<file path="src/rtl/writeback_arbiter_pkg.sv">
// Shared definitions for the writeback arbiter slice.
// Contents:
//   XLEN, REG_AW, NREGS   data width, register address width, register count
//   LL_DEPTH_DEFAULT      default long-latency FIFO depth
//   wb_req_t              one pending register write {rd, data}
//   rd_onehot()           decode a register address into a one-hot register mask
package writeback_arbiter_pkg;

    localparam int XLEN             = 32;
    localparam int REG_AW           = 5;
    localparam int NREGS            = 1 << REG_AW;
    localparam int LL_DEPTH_DEFAULT = 2;

    typedef struct packed {
        logic [REG_AW-1:0] rd;
        logic [XLEN-1:0]   data;
    } wb_req_t;

    function automatic logic [NREGS-1:0] rd_onehot(input logic [REG_AW-1:0] rd);
        logic [NREGS-1:0] m;
        m     = '0;
        m[rd] = 1'b1;
        return m;
    endfunction

endpackage

</file>
<file path="src/rtl/writeback_arbiter_if.sv">
// Bus bundle of the writeback arbiter: in-order pipe results, long-latency
// valid/ready results, the register-file write port and the decode-stage
// forwarding taps.
//   master : the surrounding pipeline / register file (drives *_i)
//   slave  : the writeback arbiter (drives *_o)
interface writeback_arbiter_if;
    import writeback_arbiter_pkg::*;

    logic              pipe_valid_i;
    logic              pipe_we_i;
    logic [REG_AW-1:0] pipe_rd_i;
    logic [XLEN-1:0]   pipe_data_i;
    logic              pipe_stall_o;

    logic              ll_valid_i;
    logic              ll_ready_o;
    logic [REG_AW-1:0] ll_rd_i;
    logic [XLEN-1:0]   ll_data_i;
    logic [NREGS-1:0]  ll_pend_mask_o;

    logic              rf_we_o;
    logic [REG_AW-1:0] rf_addr_o;
    logic [XLEN-1:0]   rf_wdata_o;

    logic [REG_AW-1:0] rs1_i;
    logic [REG_AW-1:0] rs2_i;
    logic [XLEN-1:0]   rd1_i;
    logic [XLEN-1:0]   rd2_i;
    logic [XLEN-1:0]   rd1_o;
    logic [XLEN-1:0]   rd2_o;

    modport master (
        output pipe_valid_i, pipe_we_i, pipe_rd_i, pipe_data_i,
        output ll_valid_i, ll_rd_i, ll_data_i,
        output rs1_i, rs2_i, rd1_i, rd2_i,
        input  pipe_stall_o, ll_ready_o, ll_pend_mask_o,
        input  rf_we_o, rf_addr_o, rf_wdata_o, rd1_o, rd2_o
    );

    modport slave (
        input  pipe_valid_i, pipe_we_i, pipe_rd_i, pipe_data_i,
        input  ll_valid_i, ll_rd_i, ll_data_i,
        input  rs1_i, rs2_i, rd1_i, rd2_i,
        output pipe_stall_o, ll_ready_o, ll_pend_mask_o,
        output rf_we_o, rf_addr_o, rf_wdata_o, rd1_o, rd2_o
    );

endinterface

</file>
<file path="src/rtl/writeback_arbiter_fifo.sv">
// Small strict-order FIFO of pending long-latency register writes.
// Ports:
//   clk, rst       clock, synchronous active-high reset (empties the FIFO)
//   push_i         write push_req_i at the tail (caller guarantees !full_o)
//   push_req_i     entry to push
//   pop_i          drop the head entry (caller guarantees !empty_o)
//   head_o         current head entry
//   full_o/empty_o occupancy flags from the registered count
//   pend_mask_o    bit r set iff some live entry targets register r
module writeback_arbiter_fifo
    import writeback_arbiter_pkg::*;
#(
    parameter int DEPTH = LL_DEPTH_DEFAULT
) (
    input  logic             clk,
    input  logic             rst,
    input  logic             push_i,
    input  wb_req_t          push_req_i,
    input  logic             pop_i,
    output wb_req_t          head_o,
    output logic             full_o,
    output logic             empty_o,
    output logic [NREGS-1:0] pend_mask_o
);
    localparam int PTR_W = $clog2(DEPTH);
    localparam int CNT_W = PTR_W + 1;

    wb_req_t            mem_q [DEPTH];
    logic [PTR_W-1:0]   wr_ptr_q, wr_ptr_d;
    logic [PTR_W-1:0]   rd_ptr_q, rd_ptr_d;
    logic [CNT_W-1:0]   count_q,  count_d;
    logic [NREGS-1:0]   entry_mask [DEPTH];

    // Storage carries no reset: only entries inside [rd_ptr, rd_ptr+count) are live.
    always_ff @(posedge clk) begin
        if (push_i) begin
            mem_q[wr_ptr_q] <= push_req_i;
        end
    end

    // DEPTH is a power of two, so pointer wrap is plain overflow.
    always_comb begin
        wr_ptr_d = wr_ptr_q + PTR_W'(push_i);
        rd_ptr_d = rd_ptr_q + PTR_W'(pop_i);
        count_d  = count_q + CNT_W'(push_i) - CNT_W'(pop_i);
    end

    always_ff @(posedge clk) begin
        if (rst) begin
            wr_ptr_q <= '0;
            rd_ptr_q <= '0;
            count_q  <= '0;
        end else begin
            wr_ptr_q <= wr_ptr_d;
            rd_ptr_q <= rd_ptr_d;
            count_q  <= count_d;
        end
    end

    assign head_o  = mem_q[rd_ptr_q];
    assign full_o  = (count_q == CNT_W'(DEPTH));
    assign empty_o = (count_q == '0);

    // A slot is live when its distance from the head is below the count.
    for (genvar gi = 0; gi < DEPTH; gi++) begin : g_entry
        localparam logic [PTR_W-1:0] IDX = PTR_W'(gi);
        logic [PTR_W-1:0] offset;
        assign offset         = IDX - rd_ptr_q;
        assign entry_mask[gi] = ({1'b0, offset} < count_q) ? rd_onehot(mem_q[gi].rd) : '0;
    end

    always_comb begin
        pend_mask_o = '0;
        for (int i = 0; i < DEPTH; i++) begin
            pend_mask_o = pend_mask_o | entry_mask[i];
        end
    end

endmodule

</file>
<file path="src/rtl/writeback_arbiter.sv">
// Writeback arbiter feeding the register file's single write port.
// Merges in-order pipe results with long-latency results (buffered in a small
// FIFO) into one registered write per cycle and forwards the write being
// committed to the decode-stage operands.
// Ports:
//   clk, rst   clock, synchronous active-high reset
//   bus        writeback_arbiter_if.slave (pipe, ll handshake, rf write, forwarding)
// Selection priority each cycle: pipe write, FIFO head, ll cut-through.
module writeback_arbiter
    import writeback_arbiter_pkg::*;
#(
    parameter int LL_DEPTH = LL_DEPTH_DEFAULT
) (
    input  logic               clk,
    input  logic               rst,
    writeback_arbiter_if.slave bus
);
    logic              sel_pipe, sel_pop, sel_cut;
    logic              ll_fire, ll_useful, do_push;
    logic              fifo_full, fifo_empty;
    wb_req_t           fifo_head;
    wb_req_t           ll_req;

    logic              rf_we_q,    rf_we_d;
    logic [REG_AW-1:0] rf_addr_q,  rf_addr_d;
    logic [XLEN-1:0]   rf_wdata_q, rf_wdata_d;

    assign ll_req = '{rd: bus.ll_rd_i, data: bus.ll_data_i};

    // Handshake flags come from registered occupancy only.
    assign bus.ll_ready_o   = !rst && !fifo_full;
    assign bus.pipe_stall_o = !rst && fifo_full;

    assign ll_fire   = bus.ll_valid_i && bus.ll_ready_o;
    assign ll_useful = ll_fire && (bus.ll_rd_i != '0);

    assign sel_pipe = bus.pipe_valid_i && bus.pipe_we_i && (bus.pipe_rd_i != '0);
    assign sel_pop  = !sel_pipe && !fifo_empty;
    assign sel_cut  = !sel_pipe && fifo_empty && ll_useful;
    // rd=0 results are accepted but never stored.
    assign do_push  = ll_useful && !sel_cut;

    writeback_arbiter_fifo #(.DEPTH(LL_DEPTH)) u_fifo (
        .clk         (clk),
        .rst         (rst),
        .push_i      (do_push),
        .push_req_i  (ll_req),
        .pop_i       (sel_pop),
        .head_o      (fifo_head),
        .full_o      (fifo_full),
        .empty_o     (fifo_empty),
        .pend_mask_o (bus.ll_pend_mask_o)
    );

    // Address/data hold when idle so the write port only toggles on real writes.
    always_comb begin
        rf_we_d    = 1'b0;
        rf_addr_d  = rf_addr_q;
        rf_wdata_d = rf_wdata_q;
        if (sel_pipe) begin
            rf_we_d    = 1'b1;
            rf_addr_d  = bus.pipe_rd_i;
            rf_wdata_d = bus.pipe_data_i;
        end else if (sel_pop) begin
            rf_we_d    = 1'b1;
            rf_addr_d  = fifo_head.rd;
            rf_wdata_d = fifo_head.data;
        end else if (sel_cut) begin
            rf_we_d    = 1'b1;
            rf_addr_d  = bus.ll_rd_i;
            rf_wdata_d = bus.ll_data_i;
        end
    end

    always_ff @(posedge clk) begin
        if (rst) begin
            rf_we_q    <= 1'b0;
            rf_addr_q  <= '0;
            rf_wdata_q <= '0;
        end else begin
            rf_we_q    <= rf_we_d;
            rf_addr_q  <= rf_addr_d;
            rf_wdata_q <= rf_wdata_d;
        end
    end

    assign bus.rf_we_o    = rf_we_q;
    assign bus.rf_addr_o  = rf_addr_q;
    assign bus.rf_wdata_o = rf_wdata_q;

    // The register file commits at the end of this cycle, so the decode read
    // would otherwise see the stale value.
    function automatic logic [XLEN-1:0] fwd(input logic [REG_AW-1:0] rs,
                                            input logic [XLEN-1:0]   rd_rf);
        if (rs == '0)                          return '0;
        else if (rf_we_q && rf_addr_q == rs)   return rf_wdata_q;
        else                                   return rd_rf;
    endfunction

    assign bus.rd1_o = fwd(bus.rs1_i, bus.rd1_i);
    assign bus.rd2_o = fwd(bus.rs2_i, bus.rd2_i);

    // Pipe wins even on this violation; the check flags the upstream bug.
    always_ff @(posedge clk) begin
        if (!rst) begin
            assert (!(bus.pipe_valid_i && bus.pipe_stall_o));
        end
    end

endmodule

</file>
<file path="src/flat_wrapper.sv">
// flat-port wrapper written by rule: the top's interface ports become plain ports
module writeback_arbiter_flat import writeback_arbiter_pkg::*;
#(
    parameter int LL_DEPTH = LL_DEPTH_DEFAULT
)
  (clk, rst, bus_pipe_valid_i, bus_pipe_we_i, bus_pipe_rd_i, bus_pipe_data_i, bus_ll_valid_i, bus_ll_rd_i, bus_ll_data_i, bus_rs1_i, bus_rs2_i, bus_rd1_i, bus_rd2_i, bus_pipe_stall_o, bus_ll_ready_o, bus_ll_pend_mask_o, bus_rf_we_o, bus_rf_addr_o, bus_rf_wdata_o, bus_rd1_o, bus_rd2_o);
  writeback_arbiter_if bus_i ();
  input  logic clk;
  input  logic rst;
  input wire logic [$bits(bus_i.pipe_valid_i)-1:0] bus_pipe_valid_i;
  input wire logic [$bits(bus_i.pipe_we_i)-1:0] bus_pipe_we_i;
  input wire logic [$bits(bus_i.pipe_rd_i)-1:0] bus_pipe_rd_i;
  input wire logic [$bits(bus_i.pipe_data_i)-1:0] bus_pipe_data_i;
  input wire logic [$bits(bus_i.ll_valid_i)-1:0] bus_ll_valid_i;
  input wire logic [$bits(bus_i.ll_rd_i)-1:0] bus_ll_rd_i;
  input wire logic [$bits(bus_i.ll_data_i)-1:0] bus_ll_data_i;
  input wire logic [$bits(bus_i.rs1_i)-1:0] bus_rs1_i;
  input wire logic [$bits(bus_i.rs2_i)-1:0] bus_rs2_i;
  input wire logic [$bits(bus_i.rd1_i)-1:0] bus_rd1_i;
  input wire logic [$bits(bus_i.rd2_i)-1:0] bus_rd2_i;
  output wire logic [$bits(bus_i.pipe_stall_o)-1:0] bus_pipe_stall_o;
  output wire logic [$bits(bus_i.ll_ready_o)-1:0] bus_ll_ready_o;
  output wire logic [$bits(bus_i.ll_pend_mask_o)-1:0] bus_ll_pend_mask_o;
  output wire logic [$bits(bus_i.rf_we_o)-1:0] bus_rf_we_o;
  output wire logic [$bits(bus_i.rf_addr_o)-1:0] bus_rf_addr_o;
  output wire logic [$bits(bus_i.rf_wdata_o)-1:0] bus_rf_wdata_o;
  output wire logic [$bits(bus_i.rd1_o)-1:0] bus_rd1_o;
  output wire logic [$bits(bus_i.rd2_o)-1:0] bus_rd2_o;
  assign bus_i.pipe_valid_i = bus_pipe_valid_i;
  assign bus_i.pipe_we_i = bus_pipe_we_i;
  assign bus_i.pipe_rd_i = bus_pipe_rd_i;
  assign bus_i.pipe_data_i = bus_pipe_data_i;
  assign bus_i.ll_valid_i = bus_ll_valid_i;
  assign bus_i.ll_rd_i = bus_ll_rd_i;
  assign bus_i.ll_data_i = bus_ll_data_i;
  assign bus_i.rs1_i = bus_rs1_i;
  assign bus_i.rs2_i = bus_rs2_i;
  assign bus_i.rd1_i = bus_rd1_i;
  assign bus_i.rd2_i = bus_rd2_i;
  assign bus_pipe_stall_o = bus_i.pipe_stall_o;
  assign bus_ll_ready_o = bus_i.ll_ready_o;
  assign bus_ll_pend_mask_o = bus_i.ll_pend_mask_o;
  assign bus_rf_we_o = bus_i.rf_we_o;
  assign bus_rf_addr_o = bus_i.rf_addr_o;
  assign bus_rf_wdata_o = bus_i.rf_wdata_o;
  assign bus_rd1_o = bus_i.rd1_o;
  assign bus_rd2_o = bus_i.rd2_o;
  writeback_arbiter #(.LL_DEPTH(LL_DEPTH)) u_core (.clk(clk), .rst(rst), .bus(bus_i));
endmodule
</file>
<file path="config.mk">
export PLATFORM = sky130hd
export DESIGN_NAME = writeback_arbiter_flat
export DESIGN_NICKNAME = d
export VERILOG_FILES = /design/src/rtl/writeback_arbiter_pkg.sv /design/src/rtl/writeback_arbiter_if.sv /design/src/rtl/writeback_arbiter_fifo.sv /design/src/rtl/writeback_arbiter.sv /design/src/flat_wrapper.sv
export SDC_FILE = /design/constraint.sdc
export NUM_CORES = 1
export LEC_CHECK = 0
export ABC_CLOCK_PERIOD_IN_PS = 7300
export BUFFER_PORTS_ARGS = -buffer_cell sky130_fd_sc_hd__buf_2
export CAP_MARGIN = 5
export CELL_PAD_IN_SITES_DETAIL_PLACEMENT = 0
export CELL_PAD_IN_SITES_GLOBAL_PLACEMENT = 1
export CORE_MARGIN = 2
export CORE_UTILIZATION = 37
export CTS_CLUSTER_SIZE = 28
export DETAILED_ROUTE_END_ITERATION = 6
export PLACE_DENSITY = 0.91
export SLEW_MARGIN = 20
export SYNTH_ARGS = -nofsm -noshare
export SYNTH_HDL_FRONTEND = slang
export SYNTH_SLANG_ARGS = --single-unit
</file>
<file path="constraint.sdc">
create_clock -name clk -period 7.3 [get_ports clk]
set_input_delay 0.365 -clock clk [delete_from_list [all_inputs] [get_ports clk]]
set_output_delay 0.365 -clock clk [all_outputs]
set_load 0.01 [all_outputs]
</file>
==> run summary <==
For this run, design rule violations remaining after detail routing come to 0. The final critical path takes up 37.95% of the cycle. Final max-slew violation count: 0. The max-cap violation count is 0, and the worst ir drop on vdd is 209.2 uV. The count of instances resized after the clock tree is built was 0.

Compared with the post-synthesis result, the final layout area differs by 31.25%. The run gives 70 as the largest net degree at the start of global routing. The initial cell density of the core is 38.13%, and the slew at the pin closest to its max-slew limit is 0.9937 ns. The routed wire length per instance is 20.33 um, and the final setup violation count is 0. The final hold violation count was 0.

The congestion estimate from routability-driven global placement came to 0.8571. The run gives 0 as the total of warnings raised by yosys. The clock insertion delay at the later pin of the skew report is 0.41 ns.

For the finished layout, the period the worst path requires is 2.770 ns. In this run the worst path has a maximum fanout of 40. The floorplan has 48 rows.

Setup repair after global routing left no endpoint under its margin. The logs give 0.01742 sq mm for the core footprint and 0 ns for the final-layout setup total negative slack. The logs give 0 for the post-detailed-route count of antenna-violating nets and 0.01221 ns for the worst clock skew on the final layout.

The logs give 579 for the number of DRC violations after detailed-routing iteration 0 and 1215 for the number of cells in the finished layout apart from fillers. Dividing total power by cell area gives a power density of 323.0 mW/mm^2. The run gives 0 as the total of hold buffers inserted after clock tree synthesis. For the via count of the first global-routing pass, the log shows 6349.

Leaving out fill and tap cells, the most frequent cells in the layout are buf_2 (288), nand2_1 (77), nand3_1 (76), edfxtp_1 (74), a21oi_1 (67). The count of buffers inserted at the top-level ports came out at 288. The placed instance count was 1182.

TritonCTS built the clock tree. In this run, distinct cell masters in the synthesized netlist total 47. Leaving out fill and tap cells, the most frequent cell in the layout is buf_2. The clock tree synthesis step divided the H-tree into 4 levels.

The count of boundary I/O pins is 289. The floorplan step set the die width to 138.0 um. After detailed routing, the number of vias per cell comes to 5.887. The count of vias placed by the detailed router is 7153. After global routing the overflow that remains totals 0. The global-route total usage across every layer is 24.28%, and the clock edge transition at the registers on the reported setup and hold paths is 0.05 ns.

The CTS sink count is 116. Path class of the lowest-slack min-delay path: in -> reg. STA classifies the critical path startpoint as a flop. Wires add up to 24700 um. After synthesis, flip-flops and latches occupy 46.12% of the total area. Measured against its own limit, the worst slew margin works out to 33.60%. The synthesized design contains 74 enable-type register cells. The die outline area is 0.01904 sq mm, and the total iterations of the first detailed-routing run is 5. For this design the static power due to leakage is 0.003362 uW.

For the endpoint arrival time on the critical path, the log shows 2.41 ns. Timing would allow up to 360.9 MHz. The clock passes through at most 2 buffers.

The initial antenna violation count is 1. After synthesis, the mean cell area works out to 9.011 sq um. The first global-routing pass estimated 35170 um of wire. The wire-length estimate of the detail-placed layout is 17910 um. The share of synthesized registers carrying an async set or reset is 0%.

The cell count after synthesis came out at 737. The root buffer cell is clkbuf_16. After clock tree synthesis, the setup repair step added 0 buffers. The layout cell share with drive strength beyond 1 was 35.49%; the critical path required time was 6.93 ns. Counting flops and latches in the post-synthesis netlist gives 116. The nature of the critical path endpoint was an output pin. The flow ran to the end, and the final reports show no timing, DRC or antenna violations. The tools report the final layout net count as 1133. Synthesis produced a netlist with a net count of 894.

The critical path class was reg -> out. In this run the cell area of the synthesized design comes to 0.006641 sq mm. The number of clock buffers added by TritonCTS is 17. The predominant post-synthesis flop cell is edfxtp_1. The height of the die was 138.0 um.
kinds of logic (layout without fill, tap and decap cells):
group | Yosys count | in the layout | share of synthesized area (%)
mux | 37 | 37 | 5.708
flops | 116 | 116 | 46.12
simple gates | 237 | 237 | 17.29
xor+xnor | 12 | 12 | 1.583
compound gates | 246 | 246 | 23.10
fa+ha+maj | 4 | 4 | 0.7536
other cells | 0 | 1 | 0
buf+inv | 85 | 337 | 5.445
cell type report:
| class | count | area (sq um) |
|---|---|---|
| Clock inverter | 11 | 100.1 |
| Fill cell | 1665 | 8700 |
| Tap cell | 225 | 281.5 |
| Sequential cell | 116 | 3064 |
| Multi-Input combinational cell | 536 | 3229 |
| Antenna cell | 1 | 2.502 |
| Timing Repair Buffer | 301 | 1543 |
| Clock buffer | 21 | 481.7 |
| Inverter | 4 | 15.01 |
metal layers:
metal	vias up	track usage [%]	wire length [um]
li1	3297	-	-
met1	3410	32.35	10270
met2	395	40.29	11670
met3	51	3.655	2131
met4	0	8.447	631
met5	-	0	0
registers in the layout, indices dropped and copies added, names as in the netlist:
signal	count
u_core.bus.rf_we_o	1
u_core.u_fifo.mem_q	74
u_core.bus.rf_wdata_o	32
u_core.u_fifo.rd_ptr_q	1
u_core.u_fifo.count_q	2
u_core.bus.rf_addr_o	5
u_core.u_fifo.wr_ptr_q	1
cells in the mapped netlist, types with 2 or more instances:
| cell type | number | area share, % |
|---|---|---|
| o21ai_0 | 64 | 4.8 |
| nand2_1 | 77 | 4.4 |
| or4_1 | 3 | 0.34 |
| mux2_2 | 7 | 1.2 |
| a311oi_1 | 37 | 4.9 |
| edfxtp_1 | 74 | 33 |
| nor2b_1 | 3 | 0.28 |
| or3b_1 | 3 | 0.40 |
| and4_1 | 2 | 0.26 |
| nor3_1 | 37 | 2.8 |
| clkbuf_1 | 60 | 3.4 |
| xnor2_1 | 11 | 1.5 |
| dfxtp_1 | 42 | 13 |
| o22ai_1 | 32 | 3.0 |
| buf_6 | 3 | 0.51 |
| o21bai_1 | 5 | 0.57 |
| a21oi_1 | 67 | 5.0 |
| nand4_1 | 2 | 0.19 |
| buf_1 | 4 | 0.23 |
| nand3_1 | 76 | 5.7 |
| and2_1 | 3 | 0.28 |
| o211ai_1 | 30 | 3.4 |
| nor4_1 | 2 | 0.19 |
| nor2_1 | 13 | 0.73 |
| nand3b_1 | 9 | 1.0 |
| or3_1 | 4 | 0.38 |
| inv_1 | 3 | 0.17 |
| ha_1 | 4 | 0.75 |
| buf_2 | 13 | 0.98 |
| mux2i_1 | 30 | 4.5 |
final timing paths:
| check | from | end | slack [ns] | cells after the start |
|---|---|---|---|---|
| worst max-delay path | u_core.u_fifo.rd_ptr_q | bus_ll_pend_mask_o[16] | 4.53 | 5 |
| worst min register to register | u_core.u_fifo.wr_ptr_q | u_core.u_fifo.wr_ptr_q | 0.60 | 3 |
| worst min-delay path | bus_ll_data_i[2] | u_core.u_fifo.mem_q[0][2] | 0.16 | 1 |
| worst max register to register | u_core.u_fifo.count_q[0] | u_core.u_fifo.mem_q[1][28] | 4.56 | 6 |
critical path: stages, from the launching register on:
cell	delay (ns)
dfxtp_2	0.31
buf_4	0.52
a21oi_1	0.23
or3_1	0.50
o22ai_1	0.26
buf_2	0.17
power breakdown:
group          internal (uW)  switching [uW]
sequential               829             191
combinational            375             626
clock                    505             290
through the flow:
stage               instance area (sq um)  power, uW  worst slack [ns]  hold slack [ns]  utilization [%]
finish                               8717       2816             4.530           0.1598            50.05
global route                         8717       2957             4.388           0.1612            50.05
CTS                                  8715       2817             4.530           0.1584            50.04
detailed placement                   8133       2018             4.161           0.5783            46.70
global placement                     8119       1999             4.249           0.5675            46.62
floorplan                            6641       1607             4.386           0.4639                -
No activity file was read; power rests on OpenSTA's default activity.
